## config.mk

```make
export PLATFORM = sky130hd
export DESIGN_NAME = wdog_phase_ctrl
export DESIGN_NICKNAME = d
export VERILOG_FILES = /design/src/rtl/wdog_phase_ctrl.sv
export SDC_FILE = /design/constraint.sdc
export NUM_CORES = 1
export LEC_CHECK = 0
export ABC_AREA = 1
export CORE_ASPECT_RATIO = 2
export CORE_MARGIN = 5
export CORE_UTILIZATION = 36
export CTS_CLUSTER_SIZE = 40
export DETAILED_ROUTE_END_ITERATION = 16
export GPL_ROUTABILITY_DRIVEN = 1
export HOLD_SLACK_MARGIN = 0.06
export PLACE_DENSITY = 0.62
export REMOVE_ABC_BUFFERS = 1
export SLEW_MARGIN = 20
export SYNTH_ARGS = -nofsm -noshare
export SYNTH_HDL_FRONTEND = slang
export SYNTH_SLANG_ARGS = --single-unit
```

## constraint.sdc

```tcl
create_clock -name sysclk -period 6 [get_ports sysclk]
set_clock_uncertainty 0.05 [all_clocks]
set_input_delay 1.2 -clock sysclk [delete_from_list [all_inputs] [get_ports sysclk]]
set_output_delay 1.2 -clock sysclk [all_outputs]
set_load 0.03 [all_outputs]
```

## src/rtl/wdog_phase_ctrl.sv

```systemverilog
// Purpose: host watchdog with tick prescaler, elapsed counter, phase decode and a sticky timeout.
// Latency: timeout/evt/elapsed update on the tick edge; phase status lags state/elapsed by one sysclk.
// Backpressure: none; every strobe is honoured the cycle it arrives (priority we > clear > refresh > tick).
//
// Ports:
//   sysclk, reset (async active-low)
//   wdog_period_in/_we  : program period in ticks (0 disables)
//   wdog_refresh        : host kick, effective only while running
//   wdog_clear          : acknowledge a timeout and restart
//   wdog_period_status  : 0 disable, 1..4 quarter phase, 5 timeout
//   wdog_timeout        : sticky timeout level; wdog_timeout_evt pulses on its rising edge
//   wdog_elapsed        : current elapsed tick count
module wdog_phase_ctrl #(
  parameter int unsigned TICK_DIV = 49152
) (
  input  logic        sysclk,
  input  logic        reset,
  input  logic [15:0] wdog_period_in,
  input  logic        wdog_period_we,
  input  logic        wdog_refresh,
  input  logic        wdog_clear,
  output logic [2:0]  wdog_period_status,
  output logic        wdog_timeout,
  output logic        wdog_timeout_evt,
  output logic [15:0] wdog_elapsed
);

  typedef enum logic [1:0] {
    S_IDLE    = 2'd0,
    S_RUN     = 2'd1,
    S_EXPIRED = 2'd2
  } state_t;

  localparam logic [2:0] WDOG_DISABLE     = 3'd0;
  localparam logic [2:0] WDOG_PHASE_ONE   = 3'd1;
  localparam logic [2:0] WDOG_PHASE_TWO   = 3'd2;
  localparam logic [2:0] WDOG_PHASE_THREE = 3'd3;
  localparam logic [2:0] WDOG_PHASE_FOUR  = 3'd4;
  localparam logic [2:0] WDOG_TIMEOUT     = 3'd5;

  // TICK_DIV may be 65536, so the terminal count still fits in 16 bits.
  localparam logic [15:0] PRESC_LAST = 16'(TICK_DIV - 1);

  state_t      r_state;
  state_t      w_state_nxt;
  logic [15:0] r_period;
  logic [15:0] r_presc;
  logic [15:0] r_elapsed;
  logic [2:0]  r_status;
  logic        r_timeout;
  logic        r_evt;

  logic        w_tick;
  logic        w_clear_hit;
  logic        w_refresh_hit;
  logic        w_expire;
  logic [16:0] w_elapsed_inc;
  logic [17:0] w_e4;
  logic [17:0] w_p1;
  logic [17:0] w_p2;
  logic [17:0] w_p3;
  logic [2:0]  w_status_nxt;

  assign w_tick        = (r_state == S_RUN) && (r_presc == PRESC_LAST);
  assign w_clear_hit   = wdog_clear && (r_state == S_EXPIRED);
  assign w_refresh_hit = wdog_refresh && (r_state == S_RUN);
  // 17-bit increment so the expiry compare cannot wrap at period 65535.
  assign w_elapsed_inc = {1'b0, r_elapsed} + 17'd1;
  assign w_expire      = w_tick && (w_elapsed_inc >= {1'b0, r_period});

  // Phase thresholds at full 18-bit width: 4*elapsed vs P, 2P, 3P.
  assign w_e4 = {r_elapsed, 2'b00};
  assign w_p1 = {2'b00, r_period};
  assign w_p2 = {1'b0, r_period, 1'b0};
  assign w_p3 = w_p1 + w_p2;

  // State register
  always_ff @(posedge sysclk or negedge reset) begin
    if (!reset) r_state <= S_IDLE;
    else        r_state <= w_state_nxt;
  end

  // Next-state logic
  always_comb begin
    w_state_nxt = r_state;
    if (wdog_period_we)     w_state_nxt = (wdog_period_in == 16'd0) ? S_IDLE : S_RUN;
    else if (w_clear_hit)   w_state_nxt = S_RUN;
    else if (w_refresh_hit) w_state_nxt = S_RUN;
    else if (w_expire)      w_state_nxt = S_EXPIRED;
  end

  // Output decode, registered below to give one cycle of status latency
  always_comb begin
    w_status_nxt = WDOG_DISABLE;
    case (r_state)
      S_IDLE:    w_status_nxt = WDOG_DISABLE;
      S_EXPIRED: w_status_nxt = WDOG_TIMEOUT;
      S_RUN: begin
        if (w_e4 < w_p1)      w_status_nxt = WDOG_PHASE_ONE;
        else if (w_e4 < w_p2) w_status_nxt = WDOG_PHASE_TWO;
        else if (w_e4 < w_p3) w_status_nxt = WDOG_PHASE_THREE;
        else                  w_status_nxt = WDOG_PHASE_FOUR;
      end
      default:   w_status_nxt = WDOG_DISABLE;
    endcase
  end

  always_ff @(posedge sysclk or negedge reset) begin
    if (!reset) r_status <= WDOG_DISABLE;
    else        r_status <= w_status_nxt;
  end

  // Datapath: period, prescaler, elapsed, timeout flags
  always_ff @(posedge sysclk or negedge reset) begin
    if (!reset) begin
      r_period  <= 16'd0;
      r_presc   <= 16'd0;
      r_elapsed <= 16'd0;
      r_timeout <= 1'b0;
      r_evt     <= 1'b0;
    end else begin
      r_evt <= 1'b0;
      if (wdog_period_we) begin
        r_period  <= wdog_period_in;
        r_presc   <= 16'd0;
        r_elapsed <= 16'd0;
        r_timeout <= 1'b0;
      end else if (w_clear_hit) begin
        r_presc   <= 16'd0;
        r_elapsed <= 16'd0;
        r_timeout <= 1'b0;
      end else if (w_refresh_hit) begin
        r_presc   <= 16'd0;
        r_elapsed <= 16'd0;
      end else if (w_tick) begin
        r_presc <= 16'd0;
        if (w_expire) begin
          // Saturate at period so elapsed never exceeds it.
          r_elapsed <= r_period;
          r_timeout <= 1'b1;
          r_evt     <= 1'b1;
        end else begin
          r_elapsed <= w_elapsed_inc[15:0];
        end
      end else if (r_state == S_RUN) begin
        r_presc <= r_presc + 16'd1;
      end else begin
        r_presc <= 16'd0;
      end
    end
  end

  assign wdog_period_status = r_status;
  assign wdog_timeout       = r_timeout;
  assign wdog_timeout_evt   = r_evt;
  assign wdog_elapsed       = r_elapsed;

endmodule

```

# After elaboration in Yosys (flattened, before gate mapping)
# Cells that the tools add are included.
# totals
ff_bits	55
input_bits	21
output_inout_bits	21
elab_cells	57
# op_classes
add_sub_neg	3
n_lt_le_gt_ge	4
eq_ne	4
mux	29
n_reduce_logical	10
# ops
op	n
2-to-1 mux 16 bit	10
adder 16 x 17 -> 18 bit	1
less-than comparator 18 x 16 -> 1 bit	1
less-than comparator 18 x 17 -> 1 bit	1
less-than comparator 18 bit	1
adder 16 x 1 -> 17 bit (second input constant)	1
greater-or-equal comparator 17 x 16 -> 1 bit	1
adder 16 x 1 -> 16 bit (second input constant)	1
equality test 16 bit (second input constant)	1
zero test 16 bit	1
2-to-1 mux 1 bit	11
2-to-1 mux 3 bit	3
2-to-1 mux 2 bit	4
nonzero test 4 bit	2
case mux 3 bit (2 select lines)	1
nonzero test 3 bit	2
logical AND 1 bit	4
inequality test 3 bit (second input constant)	1
AND reduction 3 bit	1
equality test 2 x 1 -> 1 bit (second input constant)	1
equality test 2 bit (second input constant)	1

# Depth between registers and ports, before layout
# Gate-level depths: netlist of the first run.
# depth
ltp_word	8
depth_mapped	22
ltp_nobuf	21

# Worst setup path after synthesis of the first run
# OpenSTA, ideal clock, no wires.
# synth_timing
path_kind	register -> register
from	register r_elapsed[0] (netlist: wdog_elapsed[0])
to	register r_elapsed[9] (netlist: wdog_elapsed[9])
setup_time_ns	0.118
t_arrival_ns	2.819
required_time_ns	5.832
setup_slack_ns	3.013
stages_incl_launch_ff	20
n_path_buf	1
synth_period_minus_slack_ns	2.987
path_cell_list	dfrtp_1 ha_1 nand3_2 nor2_4 nand2_4 nor3_1 xor2_1 inv_1 ha_1 nand3_1 nor3_1 nand2_1 nand3b_1 nor2_2 nand2_4 nand2_4 buf_12 nand2_2 nand3_2 nand2_1
# synth_via
elab_chain_cells	8
# synth_rtl
item	line_no	text
start, declared	48	logic [15:0] r_elapsed;
start signal, assigned	139	r_elapsed <= r_period;
start signal, assigned	143	r_elapsed <= w_elapsed_inc[15:0];
adder 16 x 1 -> 17 bit *	68	assign w_elapsed_inc = {1'b0, r_elapsed} + 17'd1;
greater-or-equal comparator 17 x 16 -> 1 bit	69	assign w_expire = w_tick && (w_elapsed_inc >= {1'b0, r_period});
logical AND 1 bit	69	
2-to-1 mux 16 bit *	137	if (w_expire) begin
2-to-1 mux 16 bit *	135	end else if (w_tick) begin
2-to-1 mux 16 bit *	132	end else if (w_refresh_hit) begin
2-to-1 mux 16 bit *	128	end else if (w_clear_hit) begin
2-to-1 mux 16 bit *	123	if (wdog_period_we) begin
# Every way passes the cells marked *; elsewhere a longest branch is shown, timed or not. The select of a mux whose other input is x is not followed.
# A chain may end at the register's enable or synchronous reset.

# Worst setup path after layout of the first run
# layout_timing
from	register r_period[1]
to	register r_status[2] (netlist: wdog_period_status[2])
# layout_via
elab_chain_cells	6
elab_cells_between_ends	8
classes_between	1 x add/sub; 3 x order compare; 4 x mux
# layout_rtl
item	line_no	text
start, declared	46	logic [15:0] r_period;
start signal, assigned	124	r_period <= wdog_period_in;
adder 16 x 17 -> 18 bit	75	assign w_p3 = w_p1 + w_p2;
less-than comparator 18 bit	101	else if (w_e4 < w_p3) w_status_nxt = WDOG_PHASE_THREE;
2-to-1 mux 3 bit	101	
2-to-1 mux 3 bit	100	else if (w_e4 < w_p2) w_status_nxt = WDOG_PHASE_TWO;
2-to-1 mux 3 bit *	99	if (w_e4 < w_p1) w_status_nxt = WDOG_PHASE_ONE;
case mux 3 bit (2 select lines) *	95	case (r_state)
named net w_status_nxt[2]	62	logic [2:0] w_status_nxt;
end signal, assigned	110	else r_status <= w_status_nxt;
end, declared	49	logic [2:0] r_status;
# Mark *: on every way through the listed nets, which the timed path passes. The rest lies on a longest branch.

==> results.ini, run 1 <==
[clocking]
cts_resized=0
hold_buffers=0
clkLatencyLatePin_ps=310
clock_tree.root_cell=clkbuf_16
cts_made_buffers=5
path_clk_slew_ps=80
clk_path_buf_depth=2
cts_tree=yes
h-tree-depth=2
postCtsSetupBuffers=0
clock-sinks=55

[final_layout]
final_util_pct=41.8
ff_latch_area_mm2=0.00138
multi_input_area_mm2=0.00348
syn_to_final_growth_pct=14.0
antennaDiodeCount=0
fill_cells=1499
final_layout_size_suffix_gt1_share_pct=7.91
final_area_mm2=0.00600
nets=835

[pwr]
p_leak_nw=3.09
power_density_mw_per_mm2=165
power_uw=990
max-vdd-ir-drop_mv=0.128

[synth]
yosys_warnings=0
synthMuxAreaShare_pct=0
synth_top_cell_by_area=dfrtp_1
yosys_register_bits=55
synth-seq-area-share_pct=26.2
yosys.area_share.simple_pct=30.9
synth_compound_area_share_pct=9.85
synth.area.top_cells=dfrtp_1 (26%), ha_1 (19%), nand2_1 (10%), inv_1 (6.1%), nand3_1 (4.4%)
synth_top_family_by_area=simple AND/OR/NAND/NOR gates
synth_xor_area_share_pct=5.66
synth_top_area_share_pct=26.2
yosys.cell_types.count=42
postSynthCellCount=692
avgSynthCellArea_um2=7.60
netlist_area_mm2=0.00526
synth-adder-area-share_pct=19.7

[routing]
dr.pass1.iters=4
wl_per_cell_um=16.4
detail-route-antenna-nets=0
via_per_inst=5.08
drt_first_iter_violations=137
wl_um=15100
drc=0
vias=4697

[sta]
post-route-min-period_ps=3800
rsz0062_at_grt=false
setup_tns_ps=0
slew_headroom_pct=48.8
fin_crit_sh_pct=63.4
tightest_slew_ps=769
hold_ws_ps=415
hold_viol_final=0
setup_viol=0
fmax_mhz=263
slew_viol_final=0

[min_path]
hold_class=reg2reg
hold_depth=1

[worst_setup_path]
ff2ff_path_depth=20
crit_arrival_ps=3940
critPathKind=reg2reg
endpoint_kind=flip-flop
path_max_fanout=6
cp.required_ps=6140
critPathLaunchType=flip-flop

[outcome]
status=finished clean

[floorplan]
dieArea_mm2=0.0173
initial_core_util_pct=36.6
rows=62
fp.dieH_um=181
io_pins=42
core_mm2=0.0144
die_x_um=95.5

[global_route]
track_usage_pct=18.7
grt_antenna_before_repair=0
grt_pass1_vias=4987
grt-ovfl-total=0
grt_max_degree=56
grt_pass1_wl_um=24700

[placement]
io_buffers=41
dpl_cell_area_mm2=0.00584
routabilityCongestion=0.921
hpwl_um=12300

[flow_run]
drv_cap=0

area by class of cell:
class | instances | share of cell area [%]
Clock buffer | 5 | 2.09
Clock inverter | 3 | 0.459
Inverter | 88 | 5.51
Multi-Input combinational cell | 539 | 58.0
Sequential cell | 55 | 23.0
Tap cell | 192 | 4.01
Timing Repair Buffer | 43 | 7.01
worst max-delay path, stage by stage, from the launching register on:
cell	delay (ps)
dfrtp_1	480
nand2_1	110
inv_1	60
fa_1	410
nand3_1	110
nand2_1	100
nand2_1	80
o2bb2ai_1	140
o21ai_0	160
a21oi_1	180
xor2_1	190
ha_1	260
nand2_1	70
inv_1	30
o21ai_0	140
a21oi_1	80
nor2_1	90
a21boi_0	610
nand2_1	150
nand2_1	90
o21ai_0	80
layout by cell type, fill, tap and decap left out, types with 5 or more instances in the layout:
cell type,netlist,layout
clkbuf_16,0,5
nand4_1,10,10
xnor2_1,12,12
nor2_1,61,61
nand2_4,6,6
nand3_1,46,46
inv_1,85,85
nor2_4,5,5
clkdlybuf4s50_1,0,40
nand3_2,13,13
ha_1,81,81
xor2_1,22,22
dfrtp_1,55,55
nor3_1,14,14
nor4_1,6,6
nand2_2,12,12
a21oi_1,44,44
nand2_1,144,144
o21bai_1,6,6
o21ai_0,31,31
metal layers:
metal	up-vias	GRT usage, %	wire [um]
li1	2382	-	-
met1	2169	17.6	5220
met2	101	35.1	8380
met3	45	2.37	450
met4	0	13.3	1080
met5	-	0	0
report_power, final:
group | internal (mW) | total [mW] | switching, mW
Clock | 0.160 | 0.318 | 0.158
Sequential | 0.382 | 0.397 | 0.0142
Combinational | 0.102 | 0.275 | 0.173
state kept, by name, indices dropped and copies added, names as in the netlist:
signal and flops:
r_period 16, wdog_elapsed 16, r_state 2, r_presc 16, wdog_period_status 3, wdog_timeout_evt 1, wdog_timeout 1
stage by stage:
step	cells	worst slack [ps]
after global routing	925	1920
after global placement	917	2340
after floorplan	682	2990
after detailed placement	917	2320
final	925	2200
after CTS	925	2270
cell usage after synthesis:
master,instances
nand3_1,46
buf_4,1
o2bb2ai_1,1
buf_12,1
o21bai_1,6
dfrtp_1,55
buf_2,2
clkbuf_1,4
buf_6,2
nand3_2,13
inv_2,3
nand3_4,1
a41oi_1,2
nor2_8,1
nor3_2,3
nor3_4,1
inv_1,85
xnor2_1,12
nor2_4,5
o22ai_1,1
nor3b_1,1
nand2_2,12
nor4_1,6
fa_1,1
a21oi_1,44
o31ai_1,1
o211ai_1,2
nor2_1,61
nand3b_1,2
nor2_2,2
o21ai_0,31
a21boi_0,1
nand4_1,10
ha_1,81
o21ai_1,1
nor3_1,14
a21o_1,3
a211oi_1,1
xor2_1,22
nor4b_1,1
nand2_1,144
nand2_4,6
path summary, 6_finish.rpt:
| kind | slack (ps) | end | start |
|---|---|---|---|
| min in group asynchronous | 990 | r_period[8]$_DFFE_PN0P_ | reset |
| max in group asynchronous | 4400 | wdog_period_status[0]$_DFF_PN0_ | reset |
| max reg2reg | 2200 | wdog_period_status[2]$_DFF_PN0_ | r_period[1]$_DFFE_PN0P_ |
| min | 410 | r_presc[0]$_DFF_PN0_ | r_presc[0]$_DFF_PN0_ |
| min reg2reg | 410 | r_presc[0]$_DFF_PN0_ | r_presc[0]$_DFF_PN0_ |
| max | 2200 | wdog_period_status[2]$_DFF_PN0_ | r_period[1]$_DFFE_PN0P_ |
cells by family (layout without fill, tap and decap cells):
kind of cell | after synthesis | count (layout)
xor+xnor | 34 | 34
simple gates | 329 | 329
buf+inv | 98 | 139
flops | 55 | 55
fa+ha+maj | 82 | 82
compound gates | 94 | 94
No activity file was read; power rests on OpenSTA's default activity.
==> run 2: changes to the inputs <==
Clock period 6 ns to 3.55 ns, I/O delays scaled along.
==> results.ini, run 2 (same netlist as run 1, synthesis figures left out) <==
[flow_run]
drv_cap=0  ; unchanged

[routing]
vias=4729  ; +0.68%
dr.pass1.iters=4  ; unchanged
drt_first_iter_violations=186  ; +36%
wl_um=15000  ; -0.73%
detail-route-antenna-nets=0  ; unchanged
via_per_inst=5.03  ; -0.93%
wl_per_cell_um=16.0  ; -2.3%
drc=0  ; unchanged

[floorplan]
core_mm2=0.0144  ; unchanged
dieArea_mm2=0.0173  ; unchanged
rows=62  ; unchanged
initial_core_util_pct=36.6  ; unchanged
io_pins=42  ; unchanged
fp.dieH_um=181  ; unchanged
die_x_um=95.5  ; unchanged

[pwr]
p_leak_nw=3.17  ; +2.6%
max-vdd-ir-drop_mv=0.176  ; +38%
power_density_mw_per_mm2=276  ; +67%

[sta]
slew_viol_final=0  ; unchanged
slew_headroom_pct=63.9  ; +15 points
fmax_mhz=313  ; +19%
hold_viol_final=0  ; unchanged
tightest_slew_ps=535  ; -234 ps
rsz0062_at_grt=false
setup_tns_ps=0  ; unchanged
setup_viol=0  ; unchanged
post-route-min-period_ps=3190  ; -608 ps
fin_crit_sh_pct=90.0  ; +27 points

[outcome]
status=finished clean

[clocking]
cts_made_buffers=5  ; unchanged
h-tree-depth=2  ; unchanged
clk_path_buf_depth=2  ; unchanged
path_clk_slew_ps=80  ; about the same
cts_tree=yes
hold_buffers=0  ; unchanged
clkLatencyLatePin_ps=310  ; about the same
clock-sinks=55  ; unchanged
clock_tree.root_cell=clkbuf_16

[worst_setup_path]
critPathLaunchType=flip-flop
path_max_fanout=4  ; -2
critPathKind=reg2reg
cp.buffers_inverters=2  ; unchanged
crit_arrival_ps=3340  ; -600 ps
max_stage_delay_ps=430  ; -180 ps
crit_chain=ha_1 > nand2_1 > o21ai_0 > a21oi_2 > o21ai_2 > nand3_1 > nand2_1 > xor2_1 > ha_1 > nand2_1 > inv_1 > o21ai_0 > nand2_1 > nor2_1 > a21boi_0 > buf_4 > nand2_1 > nand2_1 > o21ai_0
endpoint_kind=flip-flop
cpLargestDelayFamily=compound AO/OA/AOI/OAI gates
cp_slowest_cell=dfrtp_1
cp_common_cell=nand2_1
cp.required_ps=3700  ; -2440 ps

[placement]
routabilityCongestion=0.884  ; -3.9%
io_buffers=41  ; unchanged
dpl_cell_area_mm2=0.00595  ; +1.8%
hpwl_um=12300  ; +0.33%

[global_route]
grt_max_degree=25  ; -55%
track_usage_pct=18.3  ; -0.38 points
grt_pass1_vias=4772  ; -4.3%
grt_pass1_wl_um=24100  ; -2.3%
grt-ovfl-total=0  ; unchanged
grt_antenna_before_repair=0  ; unchanged

[final_layout]
final_layout_size_suffix_gt1_share_pct=10.3  ; +2.4 points
syn_to_final_growth_pct=16.5
mostFrequentLayoutCell=nand2_1
final_area_mm2=0.00613  ; +2.2%
nets=850  ; +1.8%
antennaDiodeCount=0  ; unchanged
layout_common_cells=nand2_1 (144), inv_1 (85), ha_1 (81), nor2_1 (61), dfrtp_1 (54)

[min_path]
hold_class=in2async

==> run 2: layout make-up <==
cell class,instances,area (um2)
inverter,88,330
clock inverter,3,33.8
timing repair buffer,58,533
tap,192,240
sequential,55,1380
clock buffer,5,125
multi-input combinational,539,3490
fill,1481,8230
==> run 2: report_power, final <==
| group | total [mW] | switching (mW) | internal [mW] |
|---|---|---|---|
| clock network | 0.548 | 0.274 | 0.274 |
| logic | 0.474 | 0.295 | 0.180 |
| registers | 0.667 | 0.0207 | 0.646 |
==> run 2: what timing repair did <==
item | 4_1_cts | 5_1_grt
endpoints found under the setup margin | 0 | 3
buffers inserted | 0 | 1
resized for setup | 0 | 5
==> run 2: per-stage QoR <==
stage                     total power, mW  utilization, %  setup slack, ps  instances  hold slack (ps)
after global placement               1.15            41.4              287        931              401
after global routing                 1.80            42.7             10.1        940              349
after detailed placement             1.15            41.4              256        931              400
after floorplan                     0.993               -              536        682              364
final                                1.69            42.7              355        940              296
after CTS                            1.71            42.6              248        939              320
==> run 2: path summary, 6_finish.rpt <==
kind,startpoint,endpoint,slack [ps],cells past startpoint
min in group sysclk,r_presc[0]$_DFF_PN0_,r_presc[0]$_DFF_PN0_,410,1
worst min register to register,r_presc[0]$_DFF_PN0_,r_presc[0]$_DFF_PN0_,410,1
max in group asynchronous,reset,wdog_elapsed[1]$_DFFE_PN0P_,2420,2
worst max-delay path,r_period[2]$_DFFE_PN0P_,wdog_period_status[2]$_DFF_PN0_,360,19
worst max register to register,r_period[2]$_DFFE_PN0P_,wdog_period_status[2]$_DFF_PN0_,360,19
worst min-delay path,reset,r_period[7]$_DFFE_PN0P_,300,1
==> run 2: layer usage <==
metal	track usage, %	vias to the layer above	share of wire [%]
met5	0	-	0
met4	11.3	0	6.6
met3	2.12	47	2.5
met2	34.2	87	55
met1	18.3	2188	36
li1	-	2407	-
